### config.mk
export PLATFORM = sky130hd
export DESIGN_NAME = lane_stream_packer
export DESIGN_NICKNAME = d
export VERILOG_FILES = /design/src/rtl/lane_stream_packer.sv
export SDC_FILE = /design/constraint.sdc
export NUM_CORES = 1
export LEC_CHECK = 0
export BUFFER_PORTS_ARGS = -buffer_cell sky130_fd_sc_hd__buf_2
export CORE_MARGIN = 5
export CORE_UTILIZATION = 45
export CTS_CLUSTER_SIZE = 30
export DETAILED_ROUTE_END_ITERATION = 10
export PLACE_DENSITY = 0.71
export SYNTH_ARGS = -nofsm -noshare
export SYNTH_HDL_FRONTEND = slang
export SYNTH_SLANG_ARGS = --single-unit
### constraint.sdc
create_clock -name clk -period 2 [get_ports clk]
set_input_delay 0.4 -clock clk [delete_from_list [all_inputs] [get_ports clk]]
set_output_delay 0.4 -clock clk [all_outputs]
set_load 0.01 [all_outputs]
### src/rtl/lane_stream_packer.sv
// Packs a valid/ready stream of 12-bit lanes into 96-bit words for the lane shifter,
// adding pad lanes to short packets so the emitted shift never exceeds MAX_SHIFT.
module lane_stream_packer #(
    parameter int LANE_W    = 12,
    parameter int LANES     = 8,
    parameter int SHIFT_W   = 3,
    parameter int MAX_SHIFT = 5
) (
    input  logic                      clk,
    input  logic                      rst_n,
    input  logic                      s_valid,
    output logic                      s_ready,
    input  logic [LANE_W-1:0]         s_lane,
    input  logic                      s_last,
    input  logic [LANE_W-1:0]         s_pad,
    output logic                      m_valid,
    input  logic                      m_ready,
    output logic [LANE_W*LANES-1:0]   m_word,
    output logic [SHIFT_W-1:0]        m_shift,
    output logic [LANE_W-1:0]         m_fill,
    output logic [3:0]                m_lanes,
    output logic [1:0]                fsm_state
);

    localparam int WORD_W = LANE_W * LANES;
    localparam int CNT_W  = 4;

    localparam logic [1:0] ST_FILL = 2'd0;
    localparam logic [1:0] ST_PAD  = 2'd1;
    localparam logic [1:0] ST_HOLD = 2'd2;

    localparam logic [CNT_W-1:0]   LANES_C    = CNT_W'(LANES);
    // Fewest lanes a word may carry before the shift would exceed MAX_SHIFT.
    localparam logic [CNT_W-1:0]   MIN_SPAN   = CNT_W'(LANES - MAX_SHIFT);
    localparam logic [SHIFT_W-1:0] MAX_SHIFT_C = SHIFT_W'(MAX_SHIFT);

    // Handshakes: a transfer happens on a rising edge where valid and ready are
    // both high; a source holds its payload stable until that edge.

    logic [1:0]         state;
    logic [CNT_W-1:0]   cnt;
    logic [WORD_W-1:0]  word;
    logic [LANE_W-1:0]  pad_q;
    logic [CNT_W-1:0]   lanes_q;
    logic [SHIFT_W-1:0] shift_q;

    logic [CNT_W-1:0]   cnt_inc;
    logic [CNT_W-1:0]   short_shift;

    assign cnt_inc     = cnt + 1'b1;
    assign short_shift = LANES_C - cnt_inc;

    always_ff @(posedge clk) begin
        if (!rst_n) begin
            state   <= ST_FILL;
            cnt     <= '0;
            word    <= '0;
            pad_q   <= '0;
            lanes_q <= '0;
            shift_q <= '0;
        end else begin
            case (state)
                ST_FILL: begin
                    if (s_valid) begin
                        word <= {word[WORD_W-LANE_W-1:0], s_lane};
                        cnt  <= cnt_inc;
                        if (s_last) begin
                            pad_q <= s_pad;
                        end
                        if (cnt_inc == LANES_C) begin
                            state   <= ST_HOLD;
                            shift_q <= '0;
                            lanes_q <= cnt_inc;
                        end else if (s_last && cnt_inc >= MIN_SPAN) begin
                            state   <= ST_HOLD;
                            shift_q <= short_shift[SHIFT_W-1:0];
                            lanes_q <= cnt_inc;
                        end else if (s_last) begin
                            state   <= ST_PAD;
                            lanes_q <= cnt_inc;
                        end
                    end
                end
                ST_PAD: begin
                    // Pad lanes equal the fill, so the shifter result matches a full left-align.
                    word <= {word[WORD_W-LANE_W-1:0], pad_q};
                    cnt  <= cnt_inc;
                    if (cnt_inc == MIN_SPAN) begin
                        state   <= ST_HOLD;
                        shift_q <= MAX_SHIFT_C;
                    end
                end
                ST_HOLD: begin
                    if (m_ready) begin
                        state   <= ST_FILL;
                        cnt     <= '0;
                        word    <= '0;
                        lanes_q <= '0;
                        shift_q <= '0;
                    end
                end
                default: begin
                    state <= ST_FILL;
                end
            endcase
        end
    end

    assign s_ready   = (state == ST_FILL);
    assign m_valid   = (state == ST_HOLD);
    assign m_word    = word;
    assign m_shift   = shift_q;
    assign m_fill    = pad_q;
    assign m_lanes   = lanes_q;
    assign fsm_state = state;

endmodule
==> results of run 1 <==
-- tightest hold or removal path: stages --
cell	delay, ns
buf_2	0.09
nand2_1	0.05
a21boi_0	0.06
-- power by group through the flow --
| stage | clock network (W) | registers, W | logic, W |
|---|---|---|---|
| 2_1_floorplan | 0 | 0.00319 | 0.00231 |
| 3_3_place_gp | 0 | 0.00308 | 0.00340 |
| 3_5_place_dp | 0 | 0.00310 | 0.00346 |
| 4_1_cts | 0.00299 | 0.00305 | 0.00347 |
| 5_1_grt | 0.00311 | 0.00310 | 0.00395 |
| 6_report | 0.00295 | 0.00305 | 0.00360 |
-- repair_timing --
item | in CTS | in global routing
endpoints found under the setup margin | 0 | 76
resized for setup | 0 | 4
hold buffers | 0 | 0
-- layout make-up --
type | instances | area (µm²) | share of cell area [%]
Sequential cell | 121 | 2420 | 36.4
Inverter | 4 | 15.0 | 0.226
Clock buffer | 22 | 494 | 7.44
Timing Repair Buffer | 164 | 971 | 14.6
Tap cell | 143 | 179 | 2.69
Clock inverter | 10 | 92.6 | 1.39
Multi-Input combinational cell | 421 | 2470 | 37.2
-- state kept, by name, summed over array words and instances, names as in the netlist --
name,flops
m_word,96
m_fill,12
cnt,4
m_lanes,4
m_shift,3
fsm_state,2
-- cell usage in the layout, fill, tap and decap left out, types with 2 or more instances in the layout --
cell | synthesis | layout
a21boi_0 | 76 | 76
a21boi_1 | 26 | 26
a21oi_1 | 3 | 3
buf_12 | 0 | 4
buf_2 | 25 | 146
buf_4 | 1 | 11
clkbuf_16 | 0 | 19
clkbuf_8 | 0 | 5
clkinv_2 | 0 | 3
clkinv_4 | 0 | 2
clkinvlp_4 | 0 | 4
dfxtp_1 | 121 | 121
ha_1 | 6 | 6
inv_1 | 4 | 4
mux2i_1 | 4 | 4
nand2_1 | 126 | 126
nand2b_1 | 14 | 13
nand3_1 | 111 | 111
nor2_1 | 7 | 7
nor2b_1 | 2 | 2
nor3_1 | 3 | 2
o211a_1 | 12 | 12
o21ai_0 | 2 | 2
o21ai_1 | 2 | 2
or3_1 | 5 | 4
or3_4 | 1 | 2
xor2_1 | 2 | 2
-- per-stage QoR --
step,cell area (µm²),hold slack (ns)
after detailed placement,6010,0.442
after floorplan,5170,0.475
final,6650,0.242
after CTS,6600,0.228
after global routing,6650,0.237
after global placement,6010,0.439
-- kinds of logic (layout without fill, tap and decap cells) --
| kind of cell | count (synthesis) | in the layout | share of synthesized area (%) |
|---|---|---|---|
| and+or+nand+nor | 279 | 279 | 25.3 |
| AOI/OAI and AO/OA | 129 | 129 | 19.4 |
| muxes | 4 | 4 | 0.774 |
| buffers and inverters | 59 | 200 | 5.69 |
| DFF | 121 | 121 | 46.9 |
| adders and majority gates | 6 | 6 | 1.45 |
| xor gates and xnor gates | 3 | 3 | 0.508 |
-- metal layers --
metal	global-route usage (%)	vias to the layer above	wire length (µm)
li1	-	2314	-
met1	25.7	2250	6100
met2	31.4	163	6440
met3	6.89	18	1170
met4	8.18	0	214
met5	0	-	0
-- path summary, 6_finish.rpt --
path,end,slack (ns)
max reg2reg,m_word[49],0.18
max,m_word[49],0.18
min reg2reg,m_lanes[0],0.45
min,m_fill[2],0.24
==> results.py, run 1 <==
metrics = {
    "power_and_ir_drop": {
        "p_leak_nw": 2.89,
        "clkPwrFrac_pct": 30.7,
        "finalPower_w": 0.00959,
        "combPwrFrac_pct": 37.5,
        "intPower_w": 0.00596,
        "peakVddDrop_mv": 0.914,
        "power.switching_w": 0.00364,
        "powerDensity_nw_per_um2": 1440,
        "swShare_pct": 37.9,
        "seq_power_share_pct": 31.8,
    },
    "min_path": {
        "min_path_type": "in -> reg",
        "worstHoldStart": "s_pad[2]",
        "min_delay_path_depth": 3,
    },
    "synth": {
        "syn_inst": 601,
        "yosysWarnings": 0,
        "synthTopCellsByCount": "nand2_1, dfxtp_1, nand3_1, a21boi_0, a21boi_1",
        "synth_edf_count": 0,
        "synthTopCellsByArea": "dfxtp_1, a21boi_0, nand3_1, nand2_1, a21boi_1",
        "ys_seq_area_share_pct": 46.9,
        "ys_ff_latch": 121,
        "synthArstFlopShare_pct": 0,
        "synth_area_um2": 5170,
        "syn_nets": 636,
        "synthFlopType": "dfxtp_1",
        "synth_top_area_share_pct": 46.9,
        "yosysUniqueCellTypes": 43,
        "yosysMostFrequentCell": "nand2_1",
        "synth_area_per_cell_um2": 8.60,
        "yosysTopAreaCell": "dfxtp_1",
    },
    "critical_path": {
        "crit_path_start": "fsm_state[1]",
        "path_depth": 7,
        "ff2ff_path_depth": 7,
        "arrival_ns": 2.14,
        "critPathKind": "reg -> reg",
        "worst-path-buf-inv": 2,
        "critPathLaunchType": "flip-flop",
        "crit_chain": "inv_1, ha_1, nor2b_4, nor3_4, clkbuf_16, nand3_1, a21boi_0",
        "cp_slowest_cell": "dfxtp_1",
        "critical-path-top-delay-family": "simple AND/OR/NAND/NOR gates",
        "rr_startpoint": "fsm_state[1]",
        "cp.required_ns": 2.32,
        "critPathMaxStageDelay_ns": 0.38,
        "end_kind": "flip-flop",
        "worstPathMaxFanout": 61,
    },
    "timing": {
        "relSlewSlack_pct": 68.2,
        "setup_tns_ns": 0,
        "fmax_ghz": 0.549,
        "maxSlewViolCount": 0,
        "layout_setup_ws_ns": 0.180,
        "tightest_slew_ns": 0.476,
        "clock_skew_ns": 0.00610,
        "hold_violations": 0,
        "final.min_clock_period_ns": 1.82,
        "rsz0062_at_grt": "no",
        "fin_crit_sh_pct": 91.0,
        "setup_viol": 0,
    },
    "placed_design": {
        "pre_cts_slack_ns": 0.0503,
        "dp_hpwl_um": 9540,
        "gp_congestion": 0.826,
        "port_buffers": 147,
        "placed_cells": 852,
    },
    "global_route": {
        "grt_max_degree": 87,
        "grt_pass1_vias": 4553,
        "grt_overflow": 0,
        "grt_antenna_before_repair": 0,
        "grt_pass1_wl_um": 21900,
        "globalRouteTotalUtil_pct": 20.2,
    },
    "cts": {
        "clk_path_buf_depth": 2,
        "clk_pin_slew_worst_paths_ns": 0.05,
        "postCtsSetupRepairBufs": 0,
        "cts_sinks": 121,
        "h-tree-depth": 4,
        "numCtsBuffers": 17,
        "cts_root_buf": "clkbuf_16",
        "cts_tree": "built",
        "clkLatencyLatePin_ns": 0.41,
    },
    "cells_and_area": {
        "stdcell_count": 885,
        "diodes": 0,
        "area.growth.synth_to_final_pct": 28.6,
        "post-route-util_pct": 58.7,
        "fill_cells": 1048,
        "layout-drive-gt1-share_pct": 28.2,
        "final_nets": 764,
    },
    "outcome": {
        "status": "finished clean",
    },
    "die": {
        "row_count": 39,
        "pin_count": 148,
        "initial_core_util_pct": 45.7,
        "fp.coreArea_um2": 11300,
        "die_h_um": 117,
        "die_area_um2": 13700,
        "die_width_um": 117,
    },
    "drt": {
        "drtIter0Drc": 334,
        "viasPerCell": 5.36,
        "wl_per_cell_um": 15.7,
        "routed_wl_um": 13900,
        "drcViolationCount": 0,
        "antenna_left": 0,
        "drt-pass1-iter-count": 5,
        "via_count": 4745,
    },
    "job": {
        "drv_cap": 0,
    },
}
Power figures use the tool's default switching activity.
==> run 2, diff against run 1 <==
--- a/config.mk
+++ b/config.mk
@@ -6,11 +6,12 @@
 export NUM_CORES = 1
 export LEC_CHECK = 0
 export BUFFER_PORTS_ARGS = -buffer_cell sky130_fd_sc_hd__buf_2
-export CORE_MARGIN = 5
+export CORE_MARGIN = 2
 export CORE_UTILIZATION = 45
 export CTS_CLUSTER_SIZE = 30
 export DETAILED_ROUTE_END_ITERATION = 10
 export PLACE_DENSITY = 0.71
+export RECOVER_POWER = 25
 export SYNTH_ARGS = -nofsm -noshare
 export SYNTH_HDL_FRONTEND = slang
 export SYNTH_SLANG_ARGS = --single-unit
==> results.py, run 2 (same netlist as run 1, synthesis figures left out) <==
metrics = {
    "cts": {
        "numCtsBuffers": 17,
        "cts_sinks": 121,
        "postCtsSetupRepairBufs": 0,
        "clk_path_buf_depth": 2,
        "cts_root_buf": "clkbuf_16",
        "h-tree-depth": 4,
        "cts_tree": "built",
        "clk_pin_slew_worst_paths_ns": 0.05,
        "clkLatencyLatePin_ns": 0.41,
    },
    "global_route": {
        "globalRouteTotalUtil_pct": 21.4,
        "grt_overflow": 0,
        "grt_max_degree": 86,
        "grt_antenna_before_repair": 0,
        "grt_pass1_vias": 4377,
        "grt_pass1_wl_um": 21600,
    },
    "drt": {
        "antenna_left": 0,
        "viasPerCell": 5.37,
        "routed_wl_um": 13800,
        "via_count": 4773,
        "drcViolationCount": 0,
        "drt-pass1-iter-count": 5,
        "drtIter0Drc": 345,
        "wl_per_cell_um": 15.5,
    },
    "critical_path": {
        "cp_slowest_cell": "or3_4",
        "worstPathMaxFanout": 43,
        "end_kind": "flip-flop",
        "cp.required_ns": 2.29,
        "critical-path-top-delay-family": "simple AND/OR/NAND/NOR gates",
        "worst-path-buf-inv": 2,
        "ff2ff_path_depth": 7,
        "path_depth": 7,
        "arrival_ns": 2.12,
        "critPathLaunchType": "flip-flop",
        "critPathMaxStageDelay_ns": 0.43,
        "critPathKind": "reg -> reg",
        "crit_chain": "inv_1, ha_1, nor2b_4, or3_4, buf_16, o21ai_1, a21boi_1",
    },
    "cells_and_area": {
        "mostFrequentLayoutCells": "nand2_1, dfxtp_1, nand3_1",
        "fill_cells": 1037,
        "layout-drive-gt1-share_pct": 20.1,
        "stdcell_area_um2": 6580,
        "ff_latch_area_um2": 2420,
        "final_nets": 768,
        "largest_reg_flops": 96,
        "final_common_cell": "nand2_1",
        "area.growth.synth_to_final_pct": 27.2,
        "diodes": 0,
        "multi_input_area_um2": 2470,
    },
    "placed_design": {
        "gp_congestion": 0.836,
        "dp_hpwl_um": 9080,
        "port_buffers": 147,
        "place_area_um2": 6030,
    },
    "timing": {
        "maxSlewViolCount": 0,
        "fin_crit_sh_pct": 91.4,
        "tightest_slew_ns": 0.488,
        "setup_tns_ns": 0,
        "relSlewSlack_pct": 67.4,
        "rsz0062_at_grt": "no",
        "hold_slack_ns": 0.242,
        "clock_skew_ns": 0.00580,
        "final.min_clock_period_ns": 1.83,
        "setup_viol": 0,
        "hold_violations": 0,
        "fmax_ghz": 0.547,
    },
    "outcome": {
        "status": "finished clean",
    },
    "die": {
        "pin_count": 148,
        "die_area_um2": 12400,
        "die_h_um": 111,
        "initial_core_util_pct": 45.7,
        "die_width_um": 111,
        "fp.coreArea_um2": 11300,
        "row_count": 39,
    },
    "min_path": {
        "min_path_type": "in -> reg",
        "min_delay_path_depth": 3,
    },
    "power_and_ir_drop": {
        "powerDensity_nw_per_um2": 1450,
        "seq_power_share_pct": 32.0,
        "swShare_pct": 38.3,
        "peakVddDrop_mv": 0.849,
        "clkPwrFrac_pct": 29.5,
        "p_leak_nw": 2.64,
        "power.switching_w": 0.00365,
        "combPwrFrac_pct": 38.6,
        "intPower_w": 0.00587,
    },
    "job": {
        "drv_cap": 0,
    },
}
run 2: cell types whose count changed in the layout (fill, tap and decap cells not counted), sizes merged:
cell | before | now
clkinv | 5 | 6
clkbuf | 24 | 83
clkinvlp | 4 | 3
inv | 4 | 5
buf | 162 | 106
run 2: power groups by stage:
stage	combinational (W)	sequential [W]	clock [W]
global placement	0.00341	0.00307	0
floorplan	0.00231	0.00319	0
finish	0.00367	0.00304	0.00281
CTS	0.00349	0.00304	0.00286
global route	0.00401	0.00309	0.00298
detailed placement	0.00348	0.00308	0
run 2: final timing paths:
kind / startpoint / to / slack [ns]
setup / recovery: fsm_state[1] / cnt[2] / 0.17
hold / removal: s_pad[9] / m_fill[9] / 0.24
setup reg to reg: fsm_state[1] / cnt[2] / 0.17
hold reg to reg: m_lanes[1] / m_lanes[1] / 0.45
run 2: repair_timing:
item / in CTS / in global routing
gates resized for setup: 0 / 4
endpoints found under the setup margin: 0 / 70
hold buffers: 0 / 0
run 2: layout make-up:
| class | instances | share of cell area, % |
|---|---|---|
| multi-input combinational | 421 | 37.5 |
| sequential | 121 | 36.8 |
| timing repair buffer | 168 | 14.4 |
| clock buffer | 21 | 6.85 |
| tap | 143 | 2.72 |
| clock inverter | 11 | 1.50 |
| inverter | 4 | 0.228 |
run 2: routing by layer:
| layer | up-vias | track usage (%) | share of wire, % | routed length [µm] |
|---|---|---|---|---|
| met5 | - | 0 | 0 | 0 |
| met4 | 0 | 9.38 | 2.1 | 288 |
| met3 | 25 | 7.22 | 7.6 | 1050 |
| met2 | 169 | 32.7 | 46 | 6360 |
| met1 | 2250 | 27.4 | 44 | 6080 |
| li1 | 2329 | - | - | - |
run 2: tightest hold or removal path, cell delays in order:
cell      delay (ns)
buf_2           0.10
nand2_1         0.04
a21boi_0        0.06
run 2: stage by stage:
step	instances	util (%)	worst slack [ns]	total power, W
5_1_grt	889	58.1	0.0243	0.0101
4_1_cts	887	58.2	0.0473	0.00939
3_5_place_dp	855	53.3	0.0554	0.00656
3_3_place_gp	855	53.3	0.125	0.00648
2_1_floorplan	601	-	0.0878	0.00549
6_report	889	58.1	0.171	0.00952
